===== config.mk =====
export PLATFORM = sky130hd
export DESIGN_NAME = round_state_ctrl
export DESIGN_NICKNAME = d
export VERILOG_FILES = /design/src/rtl/round_state_ctrl.sv
export SDC_FILE = /design/constraint.sdc
export NUM_CORES = 1
export LEC_CHECK = 0
export ABC_AREA = 1
export CELL_PAD_IN_SITES_DETAIL_PLACEMENT = 1
export CELL_PAD_IN_SITES_GLOBAL_PLACEMENT = 1
export CORE_AREA = 4 4 255 257
export CTS_BUF_LIST = sky130_fd_sc_hd__clkbuf_16
export DETAILED_ROUTE_END_ITERATION = 10
export DIE_AREA = 0 0 259 261
export PLACE_DENSITY_LB_ADDON = 0.2
export SYNTH_ARGS = -nofsm -noshare
export SYNTH_HDL_FRONTEND = slang
export SYNTH_SLANG_ARGS = --single-unit

===== constraint.sdc =====
create_clock -name clk -period 1.6 [get_ports clk]
set_clock_uncertainty 0.05 [all_clocks]
set_input_delay 0.32 -clock clk [delete_from_list [all_inputs] [get_ports clk]]
set_output_delay 0.32 -clock clk [all_outputs]
set_load 0.01 [all_outputs]

===== src/rtl/round_state_ctrl.sv =====
// round_state_ctrl
//   Iterative round controller and 128-bit state register for the uLBC-128
//   datapath. The current round key is XORed into the state and sent to the
//   SubByte stage; the round-function result comes back on lin_in and is
//   registered once per cycle. After NR rounds the final whitening key is
//   applied and the ciphertext is offered over a valid/ready handshake.
//
// Ports
//   clk, rst_n          rising-edge clock, asynchronous active-low reset
//   in_valid/in_ready   plaintext handshake (in_ready high only in IDLE)
//   pt                  plaintext, captured on the accept edge
//   rnd                 current round index, addresses the key schedule
//   rk                  round key for rnd (combinational, same cycle)
//   sb_in               state ^ rk, drives SubByte
//   lin_in              SubByte + linear layer result
//   out_valid/out_ready ciphertext handshake
//   ct                  registered ciphertext
//   busy                high whenever the controller is not IDLE
module round_state_ctrl #(
    parameter int unsigned NR = 32,
    parameter int unsigned RW = 6
) (
    input  logic          clk,
    input  logic          rst_n,
    input  logic          in_valid,
    output logic          in_ready,
    input  logic [127:0]  pt,
    output logic [RW-1:0] rnd,
    input  logic [127:0]  rk,
    output logic [127:0]  sb_in,
    input  logic [127:0]  lin_in,
    output logic          out_valid,
    input  logic          out_ready,
    output logic [127:0]  ct,
    output logic          busy
);

    typedef enum logic [1:0] {
        IDLE,
        RUN,
        WHITEN,
        DONE
    } fsm_e;

    fsm_e          fsm_q, fsm_d;
    logic [127:0]  state_q, state_d;
    logic [127:0]  ct_q, ct_d;
    logic [RW-1:0] rnd_q, rnd_d;
    logic          out_valid_q, out_valid_d;

    // Key addition is purely combinational so the same path serves the
    // round keys in RUN and the whitening key in WHITEN.
    assign sb_in = state_q ^ rk;

    // State register
    always_ff @(posedge clk or negedge rst_n) begin
        if (!rst_n) begin
            fsm_q <= IDLE;
        end else begin
            fsm_q <= fsm_d;
        end
    end

    // Datapath registers
    always_ff @(posedge clk or negedge rst_n) begin
        if (!rst_n) begin
            state_q     <= '0;
            ct_q        <= '0;
            rnd_q       <= '0;
            out_valid_q <= 1'b0;
        end else begin
            state_q     <= state_d;
            ct_q        <= ct_d;
            rnd_q       <= rnd_d;
            out_valid_q <= out_valid_d;
        end
    end

    // Next-state logic
    always_comb begin
        fsm_d = fsm_q;
        unique case (fsm_q)
            IDLE:   if (in_valid) fsm_d = RUN;
            // The edge that takes rnd from NR-1 to NR performs the last round.
            RUN:    if (rnd_q == RW'(NR - 1)) fsm_d = WHITEN;
            WHITEN: fsm_d = DONE;
            DONE:   if (out_ready) fsm_d = IDLE;
            default: fsm_d = IDLE;
        endcase
    end

    // Datapath next values
    always_comb begin
        state_d     = state_q;
        ct_d        = ct_q;
        rnd_d       = rnd_q;
        out_valid_d = out_valid_q;
        unique case (fsm_q)
            IDLE: begin
                if (in_valid) begin
                    state_d = pt;
                    rnd_d   = '0;
                end
            end
            RUN: begin
                state_d = lin_in;
                rnd_d   = rnd_q + RW'(1);
            end
            WHITEN: begin
                // rnd sits at NR here, so rk is the whitening key.
                ct_d        = sb_in;
                out_valid_d = 1'b1;
            end
            DONE: begin
                if (out_ready) begin
                    out_valid_d = 1'b0;
                    rnd_d       = '0;
                end
            end
            default: begin
                out_valid_d = 1'b0;
            end
        endcase
    end

    // Outputs
    always_comb begin
        in_ready  = (fsm_q == IDLE);
        busy      = (fsm_q != IDLE);
        rnd       = rnd_q;
        ct        = ct_q;
        out_valid = out_valid_q;
    end

endmodule

==> impl_metrics.ini <==
[power]
power_switching_share = 0.411
pwr-share-comb = 0.668
pwr_density_cell_nw_per_um2 = 2250
cellLeakagePower_nw = 12.0
sequentialPowerShare = 0.212
clock_power_share = 0.120
internal-power_w = 0.0362
ir_worst_vdd_uv = 790
p_switching_w = 0.0252

[clocking]
cts_tree = built
cts_buffers = 35
cts_sinks = 265
cts.reportedPaths.clkPinSlew_ps = 60
worst_skew_late_latency_ps = 530
max-clock-path-buffers = 3
h_tree_depth_reported_by_cts = 2
cts_root_buffer = clkbuf_16

[global_routing]
global_route.overflow_total = 0
global_route_usage_over_all_layers = 0.173
antenna_found_initial = 3
global_route_wire_length_before_repair_um = 88800
grt_pass1_vias = 13787
pin_count_of_the_biggest_net_entering_global_routing = 58

[logic_synthesis]
synth.distinct_cells = 24
postSynthRegisterBits = 265
postSynthAreaPerCell_um2 = 9.84
yosysWarningCount = 0
syn_area_um2 = 12800
seq_area_frac_synth = 0.520
gate_count_post_synth = 1297
mappedNetlistNets = 1691

[route]
detail_route.iter0.violations = 413
ant_nets = 0
drt_wl_total_um = 68300
drc = 0
detailedRoute.firstPassIterationCount = 5
vias_per_cell = 4.10
detail_route.wl_per_cell_um = 21.1
detailed_route_via_count = 13257

[floorplan]
fp.dieArea_um2 = 67600
die_height_um = 261
boundaryPins = 653
start_util = 0.203
rows = 92
die_x_um = 259
std_cell_core_area_um2 = 62700

[timing]
layout_min_cycle_time_ps = 1820
relSlewSlack = 0.735
final-max-slew-violation-count = 0
finalWorstSetupSlack_ps = -220
achievable-frequency_ghz = 0.550
timing_hold_violations_final = 0
worst_pin_slew_ps = 398
timing.hold.ws_ps = 201
fin_tns_setup_ps = -24120
final_period_utilization = 1.14
grt_setup_unrepaired = true
setup-violations-final = 329

[run_status]
outcome = complete, but fails checks
violations = setup timing

[critical_path]
critPathRequiredTime_ps = 1960
crit_path_start_kind = flop
crit_path_end_kind = flop
worst-endpoint-arrival_ps = 2180
cp_cell_sequence = inv_2 > buf_6 > ha_4 > buf_12 > buf_16 > buf_4 > mux2i_2 > buf_4 > a21oi_2
max_fo_critical_path = 7
worstSetupPathType = reg2reg
cpMostUsedCell = buf_4
max_stage_delay_ps = 380
critPathSlowestCell = dfrtp_1

[job]
timing.max_cap.violations = 0

[cells_and_area]
drive_above_1_share = 0.469
mostFrequentLayoutCells = clkdlybuf4s50_1, nand2_1, buf_4, dfrtp_1, a21oi_2
syn_to_final_growth_pct = 114
design.final.nets = 2753
final_common_cell = clkdlybuf4s50_1

[placement]
globalplace.congestion = 0.810
io_buffer_count = 652
hpwl_um = 46900

[worst_hold_path]
holdCritPathClass = in2async
## synth_stat cells
master	n	area share
a21oi_2	88	0.060
or2_2	1	0.00049
o21ai_0	3	0.0012
buf_4	3	0.0018
nor2_1	131	0.039
inv_2	2	0.00059
mux2i_1	128	0.10
nand4_1	3	0.0015
o21ai_1	2	0.00078
clkbuf_4	5	0.0029
buf_1	2	0.00059
nand2_1	406	0.12
clkbuf_1	18	0.0053
buf_6	23	0.020
ha_1	6	0.0059
nor2_2	1	0.00049
o21bai_1	1	0.00059
buf_2	21	0.0082
o21a_4	1	0.0012
inv_1	10	0.0029
xor2_1	128	0.088
dfrtp_1	265	0.52
a21oi_1	42	0.016
nand3_1	7	0.0027
## repair_timing
action | 4_1_cts | 5_1_grt
hold buffers | 1 | 0
endpoints found under the hold margin | 265 | 0
cloned | 3 | 26
setup endpoints to repair | 401 | 406
resized for setup | 1121 | 402
buffers inserted | 96 | 122
pin swaps | 79 | 126
## state kept, by name (all words and copies together), names as in the netlist
signal and cells:
fsm_q 2, rnd 6, out_valid 1, state_q 128, ct 128
## through the flow
stage               power [W]  std cells  cell area (um^2)  utilization  setup WS, ps
global route           0.0653       3230             27300        0.436          -298
global placement       0.0421       2937             21800        0.348          -576
floorplan              0.0255       1297             12800            -          19.9
finish                 0.0614       3231             27300        0.436          -220
CTS                    0.0533       3090             24300        0.387          -227
detailed placement     0.0427       2937             21800        0.348          -521
## power by group through the flow
| stage | combinational (W) | clock, W | sequential (W) |
|---|---|---|---|
| finish | 0.0410 | 0.00739 | 0.0130 |
| global route | 0.0439 | 0.00802 | 0.0134 |
| global placement | 0.0298 | 0 | 0.0123 |
| CTS | 0.0330 | 0.00770 | 0.0126 |
| detailed placement | 0.0302 | 0 | 0.0125 |
| floorplan | 0.0128 | 0 | 0.0127 |
## kinds of logic after synthesis
| group | Yosys count | synth area share |
|---|---|---|
| simple gates | 549 | 0.163 |
| fa+ha+maj | 6 | 0.00588 |
| flops | 265 | 0.520 |
| compound gates | 137 | 0.0806 |
| xor+xnor | 128 | 0.0878 |
| mux | 128 | 0.100 |
| buf+inv | 84 | 0.0426 |
## worst paths after layout
check | startpoint | to | cells past startpoint | slack (ps)
worst max-delay path | fsm_q[1] | state_q[95] | 9 | -220
worst min-delay path | rst_n | state_q[72] | 2 | 200
worst max register to register | fsm_q[1] | state_q[95] | 9 | -220
worst min register to register | ct[97] | ct[97] | 2 | 430
max in group asynchronous | rst_n | ct[87] | 3 | 610
min in group clk | pt[59] | state_q[59] | 3 | 370
## routing by layer
metal,global-route usage,routed length [um],vias to the layer above
met4,0.0471,1810,2
met1,0.197,25900,6614
met5,0,13,-
met3,0.0412,3590,89
met2,0.325,37000,328
li1,-,-,6224
## critical path, delay by kind of cell, from the launching register on
kind	cells	cell delay, ps
compound gates	1	40
flops	1	380
buf+inv	6	820
fa+ha+maj	1	150
mux	1	250
## cell type report
type                    instances  area, um^2
fillers                      6845       35400
repair inverters                2        31.3
repair buffers               1095       10600
multi-input cells             948        7850
diodes                          2        5.00
inverters                      12        57.6
clock buffers                  35         876
flip-flops and latches        265        6660
well taps                     846        1060
clock inverters                26         163
Power figures use the tool's default switching activity.
